## config.mk

```make
export PLATFORM = sky130hd
export DESIGN_NAME = verificador_tabuleiro
export DESIGN_NICKNAME = d
export VERILOG_FILES = /design/src/rtl/verificador_tabuleiro.sv
export SDC_FILE = /design/constraint.sdc
export NUM_CORES = 1
export LEC_CHECK = 0
export ABC_CLOCK_PERIOD_IN_PS = 2810
export CAP_MARGIN = 10
export CORE_MARGIN = 8
export CORE_UTILIZATION = 40
export DETAILED_ROUTE_END_ITERATION = 8
export GPL_ROUTABILITY_DRIVEN = 0
export PLACE_DENSITY = 0.72
export RECOVER_POWER = 50
export SKIP_CTS_REPAIR_TIMING = 1
export SYNTH_ARGS = -nofsm -noshare
export SYNTH_HDL_FRONTEND = slang
export SYNTH_SLANG_ARGS = --single-unit
```

## constraint.sdc

```tcl
create_clock -name clock -period 2.81 [get_ports clock]
set_input_delay 0.281 -clock clock [delete_from_list [all_inputs] [get_ports clock]]
set_output_delay 0.281 -clock clock [all_outputs]
set_load 0.02 [all_outputs]
```

## src/rtl/verificador_tabuleiro.sv

```systemverilog
// verificador_tabuleiro: scans one 3x3 micro board from the board RAM and reports winner, draw or open
module verificador_tabuleiro #(
   parameter int CELL_W = 2,
   parameter int ADDR_W = 7
) (
   input  logic              clock,
   input  logic              reset,
   input  logic              iniciar_verif,
   input  logic [3:0]        macro_sel,
   input  logic [CELL_W-1:0] ram_dado,
   output logic [ADDR_W-1:0] ram_addr,
   output logic              ram_rd_en,
   output logic              ocupado,
   output logic              pronto,
   output logic [1:0]        vencedor,
   output logic              empate,
   output logic [7:0]        linha_vencedora,
   output logic              erro
);
   typedef enum logic [2:0] {IDLE, LEITURA, CAPTURA, AVALIA, FIM} estado_t;
   estado_t estado, prox;
   logic [3:0] k;
   logic [CELL_W-1:0] cel [9];
   logic [7:0][1:0] dono;
   logic [7:0] linhas;
   logic [1:0] venc_c;
   logic cheio, invalido;
   assign invalido = macro_sel > 4'd8;
   function automatic logic [1:0] dono_linha(input logic [CELL_W-1:0] a, b, c);
      return (a == b && b == c && (a[0] ^ a[1])) ? a[1:0] : 2'b00;
   endfunction
   // state register
   always_ff @(posedge clock)
      if (!reset) estado <= IDLE;
      else estado <= prox;
   // next state and strobes
   always_comb begin
      prox = estado;
      ram_rd_en = 1'b0;
      ocupado = 1'b1;
      pronto = 1'b0;
      case (estado)
         IDLE: begin
            ocupado = 1'b0;
            if (iniciar_verif) prox = invalido ? FIM : LEITURA;
         end
         LEITURA: begin
            ram_rd_en = 1'b1;
            if (k == 4'd8) prox = CAPTURA;
         end
         CAPTURA: prox = AVALIA;
         AVALIA: prox = FIM;
         FIM: begin
            pronto = 1'b1;
            prox = IDLE;
         end
         default: prox = IDLE;
      endcase
   end
   // line evaluation over the shadow cells; 11 never completes a line nor fills a cell
   always_comb begin
      dono[0] = dono_linha(cel[0], cel[1], cel[2]);
      dono[1] = dono_linha(cel[3], cel[4], cel[5]);
      dono[2] = dono_linha(cel[6], cel[7], cel[8]);
      dono[3] = dono_linha(cel[0], cel[3], cel[6]);
      dono[4] = dono_linha(cel[1], cel[4], cel[7]);
      dono[5] = dono_linha(cel[2], cel[5], cel[8]);
      dono[6] = dono_linha(cel[0], cel[4], cel[8]);
      dono[7] = dono_linha(cel[2], cel[4], cel[6]);
      linhas = '0;
      venc_c = '0;
      cheio = 1'b1;
      for (int i = 0; i < 8; i++) begin
         linhas[i] = |dono[i];
         venc_c = venc_c | dono[i];
      end
      for (int i = 0; i < 9; i++) cheio = cheio & (cel[i][0] ^ cel[i][1]);
   end
   // address counter, cell shift register and registered results
   always_ff @(posedge clock) begin
      if (!reset) begin
         ram_addr <= '0;
         k <= '0;
         vencedor <= '0;
         empate <= 1'b0;
         linha_vencedora <= '0;
         erro <= 1'b0;
         for (int i = 0; i < 9; i++) cel[i] <= '0;
      end else begin
         if (estado == IDLE && iniciar_verif) begin
            vencedor <= '0;
            empate <= 1'b0;
            linha_vencedora <= '0;
            erro <= invalido;
            k <= '0;
            if (!invalido) ram_addr <= ADDR_W'(macro_sel) * ADDR_W'(9);
         end
         if (estado == LEITURA) begin
            k <= k + 4'd1;
            if (k != 4'd8) ram_addr <= ram_addr + ADDR_W'(1);
         end
         if ((estado == LEITURA && k != 4'd0) || estado == CAPTURA) begin
            for (int i = 0; i < 8; i++) cel[i] <= cel[i+1];
            cel[8] <= ram_dado;
         end
         if (estado == AVALIA) begin
            vencedor <= venc_c;
            linha_vencedora <= linhas;
            empate <= venc_c == 2'b00 && cheio;
         end
      end
   end
endmodule

```

== After elaboration in Yosys (flattened, before gate mapping) ==
Memories as Yosys holds them, arrays and structs flattened.
Cells that the tools add are included.
Widths: inputs -> output; s select.
Cells by class
  add/sub/neg operators: 2
  multiply operators: 1
  divide/modulo/power cells: 0
  $lt $le $gt $ge: 1
  equal/unequal tests: 24
  shift operators: 0
  muxes and demuxes: 40
  bitwise gates (word level): 33
  reductions and logical operators: 34
Operator list (count)
  $mux 2: 19
  $eq 2x2->1: 16
  $mux 7: 4
  $logic_and 1x1->1: 19
  $mux 8: 2
  $reduce_or 2->1: 8
  $or 2x2->2: 7
  $pmux 3 s4: 1
  $mux 1: 9
  $mux 3: 3
  $or 1x1->1: 9
  $xor 1x1->1: 9
  $and 1x1->1: 8
  $mux 4: 2
  $add 7x1->7 const B: 1
  $mul 4x4->7 const B: 1
  $eq 3x2->1 const B: 2
  $add 4x1->4 const B: 1
  $eq 4x4->1 const B: 1
  $gt 4x4->1 const B: 1
  $ne 2x2->1 const B: 2
  $ne 4x4->1 const B: 1
  $reduce_bool 2->1: 2
  $reduce_bool 4->1: 1
  other kinds (6): 6
Word-level totals
  register bits: 26
  latch bits: 0
  bits in writable memories: 18
  bits in read-only memories: 0
  input bits: 9
  output and inout port bits: 22
  word-level logic and storage cells: 143
  memories: 1
Memory list
  cel: words 9, bits a word 2, rd ports 9, clocked after Yosys merged registers in 0, wr ports 9, line 23  | logic [CELL_W-1:0] cel [9];

== Longest topological paths before layout ==
  depth in word-level cells: 14
  gate-level depth with buffers: 9

== Worst setup path after synthesis ==
No wires, ideal clock.
  kind: register -> register
  start point: register k[0]
  end point: memory cel[0][0] (enable)
  library setup time: 0.377 ns
  arrival: 1.627 ns
  setup slack: 0.805 ns
  cell stages (with the launch flop): 7
  clock period less this slack: 2.005 ns
  cell sequence: dfxtp_1 inv_1 ha_1 inv_1 o311ai_0 a21oi_1 nand2b_1
RTL lines
  from (decl): line 22  | logic [3:0] k;
  from (signal assigned): line 99  | k <= k + 4'd1;
  to (decl): line 23

== Worst setup path after layout ==
  start point: register estado[1]
  end point: register empate
Between the ends
  word-level cells in the longest chain between the ends: 3
  elaborated cells on any way between the ends: 5
  those cells by class: 1 x eq/ne; 1 x mux; 3 x reduce/logical
Ends and longest elaborated chain
  from (decl): line 21  | estado_t estado, prox;
  from (signal assigned): line 35  | else estado <= prox;
  $logic_not 3->1: line 90  | if (estado == IDLE && iniciar_verif) begin
  $logic_and 1x1->1: line 90
  $reduce_bool 2->1 (no line)
  to (signal assigned): line 109  | empate <= venc_c == 2'b00 && cheio;
  to (decl): line 16  | output logic empate,
Parallel ways exist; a longest one is shown, timed or not.
A chain may end at the register's enable or synchronous reset.

==> results.md <==
STA:
- Setup violations remaining at the end of the flow were counted as 0.
- Timing would allow up to about 460 MHz.
- The final critical-path required period is ~2.2 ns.
- Measured against its own limit, the worst slew margin works out to between 50% and 60%.
- The final critical-path share of the clock period is 77.3%.
- The setup TNS after final layout is 0 ns.
- The final count of hold timing violations is 0.
- The final-report max-slew violation count came to 0.
- For the pin with the worst max-slew slack, the measured transition is roughly 0.6 ns.
- Setup repair after global routing left no endpoint under its margin.
- The largest clock skew in the final design is slightly below 0.006 ns.

Placed design:
- The half-perimeter wire length after placement is 4.07 mm.
- The cell area after placement is about 2800 µm².
- During placement, the flow inserted port buffers numbering 30.

Yosys:
- Yosys printed 0 warnings.
- In the post-synthesis netlist, the cell with the most instances is sky130_fd_sc_hd__dfxtp_1.
- Synthesis produced a netlist with a net count of 268.
- The share of the synthesized area in the top cell type is 22.4%.
- Synthesis inferred 44 register bits.
- The distinct cell type count after synthesis is between 50 and 60.
- Synthesis handed over a netlist of 253 instances.
- The sequential share of the synthesized area is 44.0%.
- The number of flops mapped to enable cells by yosys is 18.
- The commonest cells after synthesis are sky130_fd_sc_hd__dfxtp_1, sky130_fd_sc_hd__a21oi_1, sky130_fd_sc_hd__and3_1, sky130_fd_sc_hd__edfxtp_1, sky130_fd_sc_hd__nor2_1.
- After synthesis, the cell types taking the most area are sky130_fd_sc_hd__edfxtp_1, sky130_fd_sc_hd__dfxtp_1, sky130_fd_sc_hd__and3_1.
- The cell type with the highest aggregate area in the netlist is sky130_fd_sc_hd__edfxtp_1.
- The post-synthesis instance area is between 2000 and 2500 µm².
- The proportion of synthesized flip-flops having asynchronous set or reset is 0%.
- The top flip-flop cell by instance count after synthesis is sky130_fd_sc_hd__dfxtp_1.
- The average footprint of a synthesized cell is about 9.5 µm².

Route:
- The routed design has between 5 and 6 mm of wire.
- The remaining design rule violation count is 0.
- Using the TritonRoute via totals, the vias-per-cell ratio works out to between 5 and 6.
- The count of nets left with antenna violations once routing finished came out at 0.
- The number of optimization iterations in the first detailed-route pass is 4.
- The count of routing violations after the opening detailed-route iteration is 222.
- The via count is roughly 2000.
- The routed length per instance is between 15 and 20 µm.

Worst setup path:
- The endpoint identified for the worst register-to-register timing path is empate$_SDFFE_PN0P_.
- The most critical setup path has its startpoint at estado[1]$_SDFFE_PN0P_.
- STA classifies the critical path startpoint as a flip-flop.
- At the worst endpoint, the required time is a little over 3 ns.
- The sort of element at the end of the critical path is a flip-flop.
- Data arrives at the worst endpoint at 2.43 ns.
- The critical path start-end classification is flip-flop to flip-flop.
- The register-to-register path setup slack is approximately 0.64 ns.
- The peak fanout along the critical path is 10.
- Counting cells, the worst reg-to-reg path comes to 6.
- The worst register-to-register path begins at estado[1]$_SDFFE_PN0P_.
- The critical path ends at empate$_SDFFE_PN0P_.

Global route:
- The global router's overall resource usage is around an eighth.
- For met3 alone, demand over resource in global routing was 2.96%.
- The via count of the first global-routing pass is about 1900.
- The most used routing layer in global routing is met2.
- The pin count of the biggest net entering global routing is 21.
- The first global-routing pass estimated between 9 and 10 mm of wire.
- The number of antenna violations at the first check in global routing came to 0.
- The met1 usage is 17.5%.
- Summed over all layers, the global routing overflow is 0.
- The met2 global-route usage is around a fifth.

Floorplan:
- Once the floorplan was initialized, standard cells occupied roughly two fifths of the core.
- The die area is about 8800 µm².
- From left edge to right edge, the die measures around 94 µm.
- The count of boundary I/O pins is 31.
- The die span in y is 93.7 µm.
- The number of rows in the core area is 28.
- The region available for standard cell placement spans 5890 µm².

Pwr:
- The power density over the cells is 598 nW/µm².
- The analysis attributes to cell leakage a power of 1.18 nW.
- Across the VDD grid, the largest voltage drop is roughly 0.26 mV.
- Summing internal, switching and leakage power gives 1.72 mW.

Cells and area:
- The number of diodes added for antenna fixing is 0.
- The layout has 553 filler cells.
- The net count of the finished layout is between 300 and 400.
- The multi-input combinational cells in the finished layout cover a total of ~1200 µm².
- The total area of sequential cells is 1060 µm².
- The final design area excluding fillers is 2870 µm².
- The post-route netlist has around a tenth of its cells at a drive strength greater than 1.
- The area growth from synthesis to layout is 18.9%.

Run:
- The tool flagged a number of max-cap violations equal to 0.

Clock network:
- The maximum level of the CTS H-tree is 2.
- TritonCTS built the clock tree.
- The clock root buffer is sky130_fd_sc_hd__clkbuf_8.
- TritonCTS created 5 clock buffers.
- No sink is reached through more buffers than the 2 on the longest clock path.
- The clock network latency to the later pin of the worst-skew pair is 0.30 ns.
- Clock-pin slew was measured on the worst setup and hold paths at 0.09 ns.
- The total clock sinks is 44.

Min path:
- The worst hold-check path type is flip-flop to flip-flop.

Status:
- The run finished with clean final reports.
## power by group
group,switching [mW],internal [mW]
Combinational,0.267,0.203
Clock,0.229,0.172
Sequential,0.0982,0.746
## layer usage
layer  share of wire (%)  wire length (µm)
met5                   0                 0
met4                 1.5                85
met3                 5.5               307
met2                  45              2480
met1                  48              2690
## layout make-up
cell class	instances	area share, %
multi-input combinational	189	43.3
sequential	44	37.0
timing repair buffer	37	12.2
tap	75	3.27
clock buffer	5	2.40
inverter	9	1.18
clock inverter	3	0.654
## registers in the layout (all words and copies together), names as in the netlist
name and count:
erro 1, k 4, cel 18, linha_vencedora 8, empate 1, estado 3
ram_addr 7, vencedor 2
## critical path: stages (launching register included)
cell                        delay (ns)
sky130_fd_sc_hd__dfxtp_1          0.53
sky130_fd_sc_hd__and3b_1          0.21
sky130_fd_sc_hd__clkbuf_1         0.32
sky130_fd_sc_hd__o2111ai_1        0.17
sky130_fd_sc_hd__or4_1            0.58
sky130_fd_sc_hd__nor4_2           0.17
sky130_fd_sc_hd__a21o_1           0.14
## how the worst min path moves through the flow
stage                                    startpoint                         endpoint  cells past startpoint
floorplan                              macro_sel[1]           ram_addr[1]$_SDFF_PN0_                      2
global placement    linha_vencedora[6]$_SDFFE_PN0P_  linha_vencedora[6]$_SDFFE_PN0P_                      2
detailed placement         vencedor[0]$_SDFFE_PN0P_         vencedor[0]$_SDFFE_PN0P_                      2
CTS                        vencedor[0]$_SDFFE_PN0P_         vencedor[0]$_SDFFE_PN0P_                      2
global route        linha_vencedora[0]$_SDFFE_PN0P_  linha_vencedora[0]$_SDFFE_PN0P_                      2
finish                     vencedor[0]$_SDFFE_PN0P_         vencedor[0]$_SDFFE_PN0P_                      2
## placed cells by master (no fill, tap or decap), drive strengths merged, types with 2 or more instances in the layout
cell            n
a21boi          2
a22o            2
o31ai           3
nand2          15
nand2b          2
nor2           18
clkinvlp        2
dfxtp          26
and3           22
xor2            9
nand3b          3
nor4            4
a22oi           3
inv             9
edfxtp         18
and2            3
nor2b           6
dlygate4sd3    20
a32oi           5
o31a            3
nor4bb          7
and2b          10
clkbuf          6
a21oi          24
a311oi          2
o21ai           9
ha              6
nand3          10
nor3            4
or3             2
clkdlybuf4s50  10
buf             6
## stage by stage
step / setup WS (ns) / hold slack (ns) / util [%] / cells
detailed placement: 0.696 / 0.447 / 47.6 / 354
global placement: 0.726 / 0.443 / 47.6 / 354
finish: 0.637 / 0.454 / 48.7 / 362
floorplan: 0.805 / 0.440 / - / 253
CTS: 0.678 / 0.458 / 49.0 / 362
global route: 0.475 / 0.480 / 48.7 / 362
## kinds of logic after synthesis
group	synth area share [%]
and+or+nand+nor	28.6
DFF	44.0
AOI/OAI and AO/OA	16.7
buffers and inverters	3.94
xor gates and xnor gates	3.63
adders and majority gates	3.11
Note: power is estimated with default switching activity, not from simulation.
